## config.mk

```make
export PLATFORM = sky130hd
export DESIGN_NAME = pwm_multichannel
export DESIGN_NICKNAME = d
export VERILOG_FILES = /design/src/rtl/pwm_multichannel.sv
export SDC_FILE = /design/constraint.sdc
export NUM_CORES = 1
export LEC_CHECK = 0
export ABC_AREA = 1
export BUFFER_PORTS_ARGS = -buffer_cell sky130_fd_sc_hd__buf_2
export CORE_UTILIZATION = 45
export DETAILED_ROUTE_END_ITERATION = 8
export PLACE_DENSITY = 0.76
export SETUP_SLACK_MARGIN = 0.3
export SYNTH_ARGS = -nofsm -noshare
export SYNTH_HDL_FRONTEND = slang
export SYNTH_SLANG_ARGS = --single-unit
export TNS_END_PERCENT = 30
```

## constraint.sdc

```tcl
create_clock -name clk -period 1.5 [get_ports clk]
set_input_delay 0.075 -clock clk [delete_from_list [all_inputs] [get_ports clk]]
set_output_delay 0.075 -clock clk [all_outputs]
set_load 0.05 [all_outputs]
```

## src/rtl/pwm_multichannel.sv

```systemverilog
// Multi-channel PWM with one shared counter, edge- or center-aligned counting,
// and shadowed period/duty registers committed only at period boundaries.
module pwm_multichannel #(
  parameter int WIDTH        = 4,
  parameter int CHANNELS     = 4,
  parameter int RESET_PERIOD = 7,
  parameter int SEL_W        = (CHANNELS > 1) ? $clog2(CHANNELS) : 1
) (
  input  logic                clk,
  input  logic                reset,
  input  logic                enable,
  input  logic                mode,
  input  logic                period_we,
  input  logic [WIDTH-1:0]    period_data,
  input  logic                duty_we,
  input  logic [SEL_W-1:0]    duty_sel,
  input  logic [WIDTH-1:0]    duty_data,
  output logic [CHANNELS-1:0] pwm_out,
  output logic                period_tick,
  output logic                update_pending
);

  localparam logic [SEL_W:0] SEL_LIMIT = (SEL_W + 1)'(CHANNELS);
  localparam logic           DIR_UP    = 1'b0;
  localparam logic           DIR_DOWN  = 1'b1;

  logic             run_q, run_d;
  logic             mode_q, mode_d;
  logic             dir_q, dir_d;
  logic             pending_q, pending_d;
  logic [WIDTH-1:0] cnt_q, cnt_d;
  logic [WIDTH-1:0] period_sh_q, period_sh_d;
  logic [WIDTH-1:0] period_act_q, period_act_d;

  logic boundary;
  logic commit;
  logic duty_ok;
  logic any_write;

  always_comb begin
    boundary = 1'b0;
    if (run_q) begin
      if (mode_q) begin
        boundary = (period_act_q == '0) || ((cnt_q == '0) && (dir_q == DIR_DOWN));
      end else begin
        boundary = (cnt_q == period_act_q);
      end
    end
  end

  // While idle the active set tracks the shadows every cycle.
  assign commit    = !run_q || boundary;
  assign duty_ok   = duty_we && ({1'b0, duty_sel} < SEL_LIMIT);
  assign any_write = period_we || duty_ok;

  always_comb begin
    run_d        = enable;
    mode_d       = mode;
    period_sh_d  = period_we ? period_data : period_sh_q;
    period_act_d = commit ? period_sh_q : period_act_q;
    pending_d    = pending_q;
    if (any_write) begin
      pending_d = 1'b1;
    end else if (commit) begin
      pending_d = 1'b0;
    end
  end

  always_comb begin
    cnt_d = '0;
    dir_d = DIR_UP;
    if (run_q && enable) begin
      if (!mode_q) begin
        cnt_d = boundary ? '0 : cnt_q + WIDTH'(1);
      end else if (boundary) begin
        // The bottom of the triangle is shared by both periods; next step is 1.
        cnt_d = (period_sh_q == '0) ? '0 : WIDTH'(1);
      end else if (dir_q == DIR_UP) begin
        if (cnt_q == period_act_q) begin
          cnt_d = cnt_q - WIDTH'(1);
          dir_d = DIR_DOWN;
        end else begin
          cnt_d = cnt_q + WIDTH'(1);
        end
      end else begin
        cnt_d = cnt_q - WIDTH'(1);
        dir_d = DIR_DOWN;
      end
    end
  end

  always_ff @(posedge clk or negedge reset) begin
    if (!reset) begin
      run_q        <= 1'b0;
      mode_q       <= 1'b0;
      dir_q        <= DIR_UP;
      pending_q    <= 1'b0;
      cnt_q        <= '0;
      period_sh_q  <= WIDTH'(RESET_PERIOD);
      period_act_q <= WIDTH'(RESET_PERIOD);
    end else begin
      run_q        <= run_d;
      mode_q       <= mode_d;
      dir_q        <= dir_d;
      pending_q    <= pending_d;
      cnt_q        <= cnt_d;
      period_sh_q  <= period_sh_d;
      period_act_q <= period_act_d;
    end
  end

  for (genvar gi = 0; gi < CHANNELS; gi++) begin : g_ch
    logic [WIDTH-1:0] duty_sh_q, duty_sh_d;
    logic [WIDTH-1:0] duty_act_q, duty_act_d;

    always_comb begin
      duty_sh_d = duty_sh_q;
      if (duty_ok && (duty_sel == SEL_W'(gi))) begin
        duty_sh_d = duty_data;
      end
      duty_act_d = commit ? duty_sh_q : duty_act_q;
    end

    always_ff @(posedge clk or negedge reset) begin
      if (!reset) begin
        duty_sh_q  <= '0;
        duty_act_q <= '0;
      end else begin
        duty_sh_q  <= duty_sh_d;
        duty_act_q <= duty_act_d;
      end
    end

    assign pwm_out[gi] = run_q && (cnt_q < duty_act_q);
  end

  assign period_tick    = boundary;
  assign update_pending = pending_q;

endmodule

```

Word-level counts from Yosys, hierarchy flattened
Cells that the tools add are included.
W data, S select, Z words.

storage, ports and cells
  register bits after elaboration = 48
  latch bits = 0
  bits in writable memories = 0
  memory bits (read-only) = 0
  input port bits = 16
  output and inout bits = 6
  logic and storage cells = 60
  memories kept = 0

operators by class
  add/subtract/negate cells = 2
  multipliers = 0
  divide/modulo/power cells = 0
  order comparisons = 4
  equal/unequal tests = 4
  shift-type cells = 0
  multiplexer cells = 16
  bitwise operators = 0
  reductions and logical operators = 19

operators with widths
  kind                   count
  $mux W4                6
  $lt A4 B4 Y1           4
  $logic_not A4 Y1       3
  $logic_and A1 B1 Y1    10
  $mux W1                10
  $add A4 B1 Y4 const B  1
  $eq A2 B2 Y1 const B   2
  $eq A4 B4 Y1           1
  $sub A4 B1 Y4 const B  1
  $logic_or A1 B1 Y1     3
  $eq A2 B1 Y1 const B   1
  $logic_not A2 Y1       1
  $reduce_bool A2 Y1     1
  $logic_not A1 Y1       1

Longest topological paths before layout
Gate-level depths: netlist (run 1).

  word-level depth = 8
  depth in mapped cells = 11

Worst setup path after synthesis (run 1)
OpenSTA, ideal clock, no wires.

  kind = register -> output
  from = register cnt_q[1]
  to = output port pwm_out[0]
  arrival = 1707 ps
  required time = 1425 ps
  path slack = -282 ps
  cell stages (with the launch flop) = 6
  path through = dfrtp_1 > ha_1 > a21boi_0 > o211ai_1 > nand2_1 > nor2_1

on the way
  longest elaborated chain between the ends = 2

RTL lines
  item                    RTL line  source
  start, declared         31        logic [WIDTH-1:0] cnt_q, cnt_d;
  start signal, assigned  106       cnt_q <= cnt_d;
  $lt A4 B4 Y1            134       assign pwm_out[gi] = run_q && (cnt_q < duty_act_q);
  $logic_and A1 B1 Y1     134
  end, declared           18        output logic [CHANNELS-1:0] pwm_out,

No other way between the ends.

Final worst setup path (run 1)
  from = register cnt_q[1]
  to = output port pwm_out[2]

Same word-level chain as after synthesis.

==> impl_metrics.csv, run 1 <==
group,metric,value,unit
drt,drtAntennaViolNets,0,
power,switching_share,31.1,%
synth,ys_types,23,
worst_setup_path,reg2reg_to,"g_ch[0].duty_act_q[3]$_DFFE_PN0P_",
worst_setup_path,cp_top_family,"flip-flops",
grt,globalRouteOverflowTotal,0,
power,finalPower,0.00375,W
worst_setup_path,critical_path_arrival,1740,ps
min_path,hold_start,"period_data[1]",
power,intPower,0.00259,W
floorplan,core,5110,µm²
synth,syn-mean-instance-area,9.05,µm²
cts,cts_tree,"yes",
power,ir_worst_vdd,578,µV
place,hpwl,3550,µm
timing,fin_ws,-316,ps
final_layout,final_cell_mix,"nand2_1 (66), dfrtp_1 (40), inv_1 (33)",
min_path,min_to,"period_sh_q[1]$_DFFE_PN1P_",
floorplan,die_w,74.9,µm
worst_setup_path,endpoint_kind,"primary output",
worst_setup_path,critical_path_class,"flip-flop to primary output",
place,io_buffers,21,
worst_setup_path,r2r_cells,8,
timing,period_needed,1820,ps
final_layout,final_common_cell,"nand2_1",
drt,drt_pre_antenna_iters,4,
floorplan,die_h,74.9,µm
timing,hold_viol,0,
timing,slew_violations,0,
timing,setup_violations,31,
cts,cts.root.buffer_cell,"clkbuf_8",
synth,synth.cell_area,2390,µm²
run_status,violations,"negative setup slack",
drt,drt_iter0_drc,73,
power,power_density,1250,nW/µm²
grt,grt_usage,20.5,%
floorplan,initial_core_util,46.8,%
drt,wl_per_cell,13.4,µm
cts,cts_num_sinks,48,
worst_setup_path,r2r_start,"cnt_q[1]$_DFF_PN0_",
cts,cts.path.max_buffers,2,
synth,ys_seq_elements,48,
worst_setup_path,cp_cell_sequence,"ha_1 > a21boi_0 > o211ai_1 > nand2_1 > nor2_4 > buf_8",
timing,fmax,0.551,GHz
power,pwr-share-comb,28.3,%
timing,worst_pin_slew,525,ps
final_layout,diodes,0,
power,power.leakage,1.50,nW
grt,antenna_found_initial,0,
floorplan,rows,26,
synth,yosysWarnings,0,
final_layout,fillers,451,
flow_run,cap_violations,0,
synth,netlist_instances,264,
worst_setup_path,start_kind,"flip-flop",
power,p_clk_share,28.4,%
place,globalplace.congestion,0.870,
worst_setup_path,crit_buf_inv,1,
floorplan,die_area,5600,µm²
cts,htree_levels,2,
timing,tns,-4130,ps
worst_setup_path,r2r_slack,-140,ps
worst_setup_path,path_max_fanout,6,
final_layout,syn_to_final_growth,25.7,%
floorplan,io_pins,22,
final_layout,fin_util,58.8,%
final_layout,nNetsFinal,342,
timing,relSlewSlack,65.0,%
timing,rsz0062_at_grt,"yes",
grt,grt_max_degree,25,
worst_setup_path,crit_slowest_cell,"dfrtp_2",
run_status,status,"finished with violations",
cts,clk_pin_slew,80,ps
drt,via_count,1884,
timing,finalCritPeriodShare,121,%
cts,clk_latency,300,ps
min_path,hold_path_class,"primary input to flip-flop",
drt,drt-total-wl,5120,µm
drt,drc_errors,0,
power,p_sw,0.00117,W
drt,vias_per_cell,4.94,
min_path,hold_path_depth,3,
timing,clock-skew-final,5.90,ps
power,seq_power_share,43.3,%
final_layout,layout-drive-gt1-share,27.7,%
worst_setup_path,max_stage_delay,490,ps
worst_setup_path,crit_required,1420,ps
synth,synthesis.nets,295,
synth,seq_area_frac_synth,50.6,%
cts,numCtsBuffers,5,
grt,grt_pass1_wl,8540,µm
grt,grt_pass1_vias,1820,
sequential cells by signal, indices dropped and copies added, names as in the netlist:
signal	cells
dir_q	1
update_pending	1
cnt_q	4
g_ch.duty_act_q	16
g_ch.duty_sh_q	16
mode_q	1
period_sh_q	4
period_act_q	4
run_q	1
final cells by class:
cell class,count,area [µm²],area share (%)
Tap cell,70,87.6,2.92
Inverter,37,139,4.63
Sequential cell,48,1210,40.4
Multi-Input combinational cell,175,1090,36.4
Clock inverter,2,60.1,2.00
Timing Repair Buffer,44,343,11.4
Clock buffer,5,68.8,2.29
worst max path at each step:
stage	to	cells past startpoint	startpoint
final	pwm_out[2]	6	cnt_q[1]$_DFF_PN0_
after global routing	pwm_out[2]	6	cnt_q[1]$_DFF_PN0_
after CTS	pwm_out[2]	6	cnt_q[1]$_DFF_PN0_
after detailed placement	pwm_out[3]	6	cnt_q[1]$_DFF_PN0_
after global placement	pwm_out[0]	6	cnt_q[1]$_DFF_PN0_
after floorplan	pwm_out[0]	5	cnt_q[1]$_DFF_PN0_
stage by stage:
step	setup slack, ps	std cells	instance area (µm²)	hold WS (ps)
after detailed placement	-92.0	366	2690	78.2
after CTS	-306	381	2970	2.94
final	-316	381	3000	1.97
after global routing	-388	381	3000	8.32
after global placement	-36.8	366	2690	72.8
after floorplan	72.3	264	2420	-221
tightest hold or removal path, delay by kind of cell:
kind	cells	cell delay (ps)
AO/OA/AOI/OAI	1	70
AND/OR/NAND/NOR	1	40
buffers and inverters	1	80
synth_stat cells, drive strengths merged:
cell | number | area, µm²
o21ai | 36 | 218
clkbuf | 1 | 3.75
xor2 | 4 | 35.0
nor2 | 9 | 33.8
nand2 | 76 | 322
a21boi | 4 | 30.0
inv | 37 | 139
ha | 15 | 188
buf | 4 | 47.5
dfstp | 6 | 158
o211ai | 4 | 30.0
a21oi | 6 | 30.0
nand3 | 17 | 85.1
nand4 | 3 | 18.8
dfrtp | 42 | 1050
power groups by stage:
| stage | Clock, W | Combinational [W] | Sequential (W) |
|---|---|---|---|
| floorplan | 0 | 0.000677 | 0.00161 |
| detailed placement | 0 | 0.000912 | 0.00164 |
| global placement | 0 | 0.000881 | 0.00164 |
| finish | 0.00107 | 0.00106 | 0.00162 |
| global route | 0.00113 | 0.00118 | 0.00164 |
| CTS | 0.00109 | 0.00103 | 0.00162 |
logic make-up (layout without fill, tap and decap cells):
group | count (synthesis) | in the layout | synth area share [%]
XOR/XNOR | 4 | 4 | 1.47
adder cells (fa/ha/maj) | 15 | 15 | 7.86
buffers and inverters | 42 | 88 | 7.96
AO/OA/AOI/OAI | 50 | 50 | 12.9
AND/OR/NAND/NOR | 105 | 106 | 19.2
flip-flops | 48 | 48 | 50.6
per-layer routing:
metal  track usage (%)  wire (µm)  vias up
li1                  -          -      940
met5                 0          0        -
met1              27.8       2370      901
met3              3.88        172        7
met2              32.7       2500       36
met4              7.76         80        0
repair_timing:
item,CTS,global route
resized for setup,22,7
hold endpoints to repair,21,0
pin swaps,10,5
gates cloned,1,0
setup buffers,1,0
hold buffers,6,0
setup endpoints to repair,31,31
No activity file was read; power rests on OpenSTA's default activity.
==> run 2: changes to the inputs <==
--- a/config.mk
+++ b/config.mk
@@ -5,7 +5,6 @@
 export SDC_FILE = /design/constraint.sdc
 export NUM_CORES = 1
 export LEC_CHECK = 0
-export ABC_AREA = 1
 export BUFFER_PORTS_ARGS = -buffer_cell sky130_fd_sc_hd__buf_2
 export CORE_UTILIZATION = 45
 export DETAILED_ROUTE_END_ITERATION = 8
==> impl_metrics.csv, run 2 <==
group,metric,value,unit
final_layout,syn_to_final_growth,29.2,%
power,power.leakage,1.43,nW
floorplan,rows,25,
min_path,min_to,"period_sh_q[3]$_DFFE_PN0P_",
run_status,violations,"negative setup slack",
grt,grt_pass1_wl,8010,µm
grt,grt_max_degree,22,
worst_setup_path,critical_path_arrival,2070,ps
worst_setup_path,crit_required,1420,ps
place,dp.cells,284,
timing,holdWs,3.18,ps
timing,setup_violations,31,
cts,cts_num_sinks,48,
worst_setup_path,start_kind,"flip-flop",
place,place_area,2670,µm²
timing,fmax,0.467,GHz
floorplan,die_h,73.9,µm
power,power_density,1240,nW/µm²
synth,ys_seq_elements,48,
final_layout,fin_util,62.0,%
synth,synthesis.nets,208,
synth,synthMostInstantiatedCell,"dfrtp_1",
drt,drt_pre_antenna_iters,4,
final_layout,nNetsFinal,265,
grt,globalRouteOverflowTotal,0,
synth,yosysTopAreaCellShare,45.2,%
synth,netlist_instances,177,
final_layout,reg_top3,"g_ch.duty_act_q x16, g_ch.duty_sh_q x16",
synth,yosysWarnings,0,
final_layout,stdcell_count,302,
final_layout,fin_area,3010,µm²
final_layout,fillers,366,
timing,relSlewSlack,68.6,%
cts,cts.root.buffer_cell,"clkbuf_8",
min_path,hold_path_depth,2,
final_layout,final_cell_mix,"dfrtp_1 (41), buf_4 (26), mux2_2 (20)",
synth,synth_commonest_cells,"dfrtp_1 (42), mux2_1 (20), mux2_2 (20), ha_1 (15), inv_1 (15)",
synth,synthTopCellsByArea,"dfrtp_1 (45%), mux2_1 (9.7%), mux2_2 (9.7%), ha_1 (8.1%), dfstp_2 (6.8%)",
floorplan,initial_core_util,48.0,%
synth,ys_types,34,
worst_setup_path,r2r_slack,-600,ps
worst_setup_path,path_max_fanout,2,
timing,clock-skew-final,6.98,ps
place,hpwl,3320,µm
worst_setup_path,reg2reg_to,"g_ch[2].duty_act_q[0]$_DFFE_PN0P_",
grt,antenna_found_initial,0,
worst_setup_path,critical_path_class,"flip-flop to primary output",
cts,clk_pin_slew,90,ps
run_status,status,"finished with violations",
min_path,hold_path_class,"primary input to flip-flop",
drt,drt-total-wl,4660,µm
timing,fin_ws,-640,ps
timing,worst_pin_slew,471,ps
synth,syn-mean-instance-area,13.1,µm²
drt,wl_per_cell,15.4,µm
final_layout,diodes,0,
min_path,hold_start,"period_data[3]",
timing,hold_viol,0,
power,ir_worst_vdd,1070,µV
floorplan,die_area,5460,µm²
place,io_buffers,21,
final_layout,layout-drive-gt1-share,44.3,%
timing,slew_violations,0,
worst_setup_path,max_stage_delay,560,ps
drt,drtAntennaViolNets,0,
floorplan,die_w,73.9,µm
drt,drt_iter0_drc,83,
synth,synth.cell_area,2330,µm²
worst_setup_path,cp_cell_sequence,"xor2_2 > or4_4 > o21a_4 > buf_6 > nor2b_4 > buf_8",
worst_setup_path,r2r_start,"period_act_q[0]$_DFFE_PN1P_",
place,globalplace.congestion,0.867,
floorplan,io_pins,22,
cts,numCtsBuffers,5,
cts,clk_latency,300,ps
timing,period_needed,2140,ps
cts,cts.path.max_buffers,2,
grt,grt_pass1_vias,1650,
worst_setup_path,r2r_cells,6,
synth,seq_area_frac_synth,51.9,%
flow_run,cap_violations,0,
place,dp_slack,-573,ps
worst_setup_path,crit_slowest_cell,"dfstp_2",
worst_setup_path,endpoint_kind,"primary output",
synth,synth_top_cell_by_area,"dfrtp_1",
floorplan,core,4850,µm²
cts,cts_tree,"yes",
timing,finalCritPeriodShare,143,%
timing,rsz0062_at_grt,"yes",
final_layout,final_common_cell,"dfrtp_1",
synth,synth-edff-count,0,
drt,drc_errors,0,
cts,htree_levels,2,
grt,grt_usage,20.4,%
drt,vias_per_cell,5.13,
drt,via_count,1548,
synth,yosys_most_used_dff,"dfrtp_1",
synth,async_flop_share,100,%
run 2: cell types whose count changed after synthesis, moves of 4 or more:
cell / change
a21oi_1: -5
and3b_1: +4
inv_1: -20
mux2_1: +20
mux2_2: +20
nand2_1: -67
nand2_2: -4
nand3_1: -14
nor2_1: -6
o21a_1: +4
o21ai_0: -15
o21ai_1: -5
o21ai_2: -10
run 2: how the worst max path moves through the flow:
stage,start,to,cells past startpoint,slack [ps]
after global routing,period_act_q[0]$_DFFE_PN1P_,period_tick,6,-710
after detailed placement,period_act_q[0]$_DFFE_PN1P_,g_ch[2].duty_act_q[1]$_DFFE_PN0P_,6,-570
after CTS,period_act_q[1]$_DFFE_PN1P_,period_tick,6,-670
after global placement,period_act_q[0]$_DFFE_PN1P_,g_ch[0].duty_act_q[3]$_DFFE_PN0P_,6,-530
after floorplan,period_act_q[0]$_DFFE_PN1P_,g_ch[0].duty_act_q[0]$_DFFE_PN0P_,6,-520
final,period_act_q[0]$_DFFE_PN1P_,period_tick,6,-640
run 2: where the power goes:
group | internal, W | switching (W)
Combinational | 0.000589 | 0.000478
Clock | 0.000502 | 0.000448
Sequential | 0.00157 | 0.000159
Total | 0.00266 | 0.00109
run 2: what timing repair did:
item | 4_1_cts | 5_1_grt
hold buffers | 4 | 0
endpoints found under the setup margin | 31 | 31
setup buffers | 6 | 0
resized for setup | 16 | 17
pin swaps | 5 | 2
hold endpoints to repair | 17 | 0
run 2: critical path, delay by kind of cell, from the launching register on:
kind | cells | cell delay (ps)
buffers and inverters | 2 | 270
and+or+nand+nor | 2 | 650
DFF | 1 | 560
AOI/OAI and AO/OA | 1 | 220
xor gates and xnor gates | 1 | 70
run 2: stage by stage:
stage | power [W] | TNS [ps]
global placement | 0.00255 | -14160
finish | 0.00374 | -17000
global route | 0.00395 | -18960
detailed placement | 0.00260 | -15140
CTS | 0.00368 | -17940
floorplan | 0.00227 | -12800
run 2: final cells by class:
| type | instances | area (µm²) | share of cell area, % |
|---|---|---|---|
| Sequential cell | 48 | 1210 | 40.2 |
| Multi-Input combinational cell | 111 | 1130 | 37.7 |
| Timing Repair Buffer | 53 | 407 | 13.5 |
| Tap cell | 67 | 83.8 | 2.79 |
| Clock buffer | 5 | 68.8 | 2.29 |
| Inverter | 15 | 56.3 | 1.87 |
| Clock inverter | 3 | 47.5 | 1.58 |
run 2: per-layer routing:
metal  global-route usage, %  up-vias  share of wire, %  routed length, µm
li1                        -      741                 -                  -
met4                    6.62        0               1.5                 70
met5                       0        -                 0                  0
met2                    34.2       24                49               2310
met3                    5.35        6               3.0                139
met1                    25.7      777                46               2150
run 2: logic make-up after synthesis:
family,synth area share (%)
compound gates,6.88
xor+xnor,2.26
fa+ha+maj,8.06
buf+inv,3.60
flops,51.9
mux,19.8
simple gates,7.47
==> run 3: changes to the inputs <==
--- a/config.mk
+++ b/config.mk
@@ -8,7 +8,7 @@
 export BUFFER_PORTS_ARGS = -buffer_cell sky130_fd_sc_hd__buf_2
 export CORE_UTILIZATION = 45
 export DETAILED_ROUTE_END_ITERATION = 8
-export PLACE_DENSITY = 0.76
+export PLACE_DENSITY = 0.73
 export SETUP_SLACK_MARGIN = 0.3
 export SYNTH_ARGS = -nofsm -noshare
 export SYNTH_HDL_FRONTEND = slang
==> constraint.sdc (replaced) <==
create_clock -name clk -period 2.7 [get_ports clk]
set_input_delay 0.135 -clock clk [delete_from_list [all_inputs] [get_ports clk]]
set_output_delay 0.135 -clock clk [all_outputs]
set_load 0.05 [all_outputs]
==> impl_metrics.csv, run 3 (synthesis results as in run 2) <==
group,metric,value,unit
cts,cts_setup_buffers,0,
drt,via_count,1431,
floorplan,rows,25,
worst_setup_path,critical_path_class,"flip-flop to primary output",
final_layout,diodes,0,
grt,antenna_found_initial,0,
cts,cts_num_sinks,48,
drt,drt_iter0_drc,71,
floorplan,io_pins,22,
final_layout,nNetsFinal,236,
grt,grt_usage,17.5,%
power,power_density,691,nW/µm²
place,io_buffers,21,
cts,numCtsBuffers,5,
cts,cts.path.max_buffers,2,
floorplan,die_h,73.9,µm
power,power.leakage,1.21,nW
cts,cts.root.buffer_cell,"clkbuf_8",
power,ir_worst_vdd,352,µV
final_layout,final_common_cell,"dfrtp_1",
cts,htree_levels,2,
worst_setup_path,r2r_slack,460,ps
worst_setup_path,crit_slowest_cell,"or4_4",
min_path,hold_path_class,"primary input to asynchronous set/reset pin",
drt,drt-total-wl,4140,µm
worst_setup_path,cp_cell_sequence,"xor2_1 > or4_4 > o21a_4 > nor2b_1 > buf_2",
floorplan,die_area,5460,µm²
timing,fin_ws,380,ps
floorplan,die_w,73.9,µm
grt,grt_pass1_wl,7040,µm
place,dp_slack,307,ps
timing,hold_viol,0,
grt,grt_max_degree,49,
drt,wl_per_cell,15.2,µm
worst_setup_path,critical_path_arrival,2180,ps
timing,rsz0062_at_grt,"no",
final_layout,layout-drive-gt1-share,28.3,%
drt,vias_per_cell,5.26,
worst_setup_path,endpoint_kind,"primary output",
worst_setup_path,path_max_fanout,8,
drt,drc_errors,0,
timing,relSlewSlack,29.5,%
cts,cts_tree,"yes",
timing,clock-skew-final,9.60,ps
timing,slew_violations,0,
cts,clk_pin_slew,80,ps
timing,setup_violations,0,
grt,globalRouteOverflowTotal,0,
worst_setup_path,crit_required,2570,ps
timing,finalCritPeriodShare,85.9,%
run_status,status,"completed",
place,hpwl,3010,µm
floorplan,initial_core_util,48.0,%
flow_run,cap_violations,0,
final_layout,reg_top3,"g_ch.duty_act_q x16, g_ch.duty_sh_q x16",
final_layout,syn_to_final_growth,12.3,%
worst_setup_path,start_kind,"flip-flop",
final_layout,fin_util,53.9,%
worst_setup_path,cp_top_family,"simple AND/OR/NAND/NOR gates",
cts,clk_latency,300,ps
final_layout,final_cell_mix,"dfrtp_1 (42), buf_2 (21), mux2_2 (20), mux2_1 (20)",
place,globalplace.congestion,0.790,
timing,worst_pin_slew,1060,ps
worst_setup_path,max_stage_delay,550,ps
worst_setup_path,crit_buf_inv,1,
drt,drtAntennaViolNets,0,
floorplan,core,4850,µm²
timing,tns,0,ps
timing,fmax,0.431,GHz
drt,drt_pre_antenna_iters,4,
timing,period_needed,2320,ps
grt,grt_pass1_vias,1454,
## run 3: cell count changes in the layout (fill, tap and decap cells not counted), sizes merged
cell / before / now
buf: 49 / 22
dlygate4sd3: 4 / 2
bufinv: 1 / 0
clkbuf: 5 / 6
clkinv: 2 / 1
## run 3: what timing repair did
item | in CTS | in global routing
setup endpoints to repair | 1 | 0
hold buffers | 2 | 0
gates resized for setup | 1 | 0
endpoints found under the hold margin | 2 | 0
## run 3: where the power goes
part | switching, W | internal [W] | leakage, nW
Combinational | 0.000212 | 0.000195 | 0.596
Sequential | 0.0000897 | 0.000870 | 0.567
Clock | 0.000235 | 0.000204 | 0.0473
Total | 0.000537 | 0.00127 | 1.21
## run 3: final timing paths
check	from	endpoint	cells after the start
worst max-delay path	cnt_q[3]$_DFF_PN0_	period_tick	5
worst min-delay path	reset	g_ch[2].duty_act_q[1]$_DFFE_PN0P_	1
worst max register to register	cnt_q[3]$_DFF_PN0_	g_ch[2].duty_act_q[0]$_DFFE_PN0P_	5
worst min register to register	g_ch[3].duty_act_q[0]$_DFFE_PN0P_	g_ch[3].duty_act_q[0]$_DFFE_PN0P_	1
max in group asynchronous	reset	run_q$_DFF_PN0_	1
min in group clk	period_data[3]	period_sh_q[3]$_DFFE_PN0P_	2
## run 3: layer usage
metal | wire length, µm | track usage (%) | share of wire (%)
met5 | 0 | 0 | 0
met4 | 48 | 5.77 | 1.2
met3 | 119 | 4.12 | 2.9
met2 | 1940 | 27.4 | 47
met1 | 2040 | 24.1 | 49
## run 3: area by class of cell
cell class,count,area (µm²)
clock inverters,1,8.76
fillers,417,2240
clock buffers,6,82.6
inverters,15,56.3
flip-flops and latches,48,1210
repair buffers,24,133
well taps,67,83.8
multi-input cells,111,1040
## run 3: worst register-to-register path, cell delays in order (launching register included)
cell	delay, ps
dfrtp_1	500
xor2_1	220
or4_4	550
o21a_4	240
nand2_4	250
mux2_1	370
## run 3: per-stage QoR
step / cells / total power [W] / hold slack [ps] / cell area, µm²
2_1_floorplan: 177 / 0.00126 / -161 / 2330
3_3_place_gp: 263 / 0.00136 / 245 / 2500
3_5_place_dp: 263 / 0.00138 / 246 / 2500
4_1_cts: 272 / 0.00183 / 54.1 / 2610
5_1_grt: 272 / 0.00192 / 59.4 / 2610
6_report: 272 / 0.00181 / 16.5 / 2610
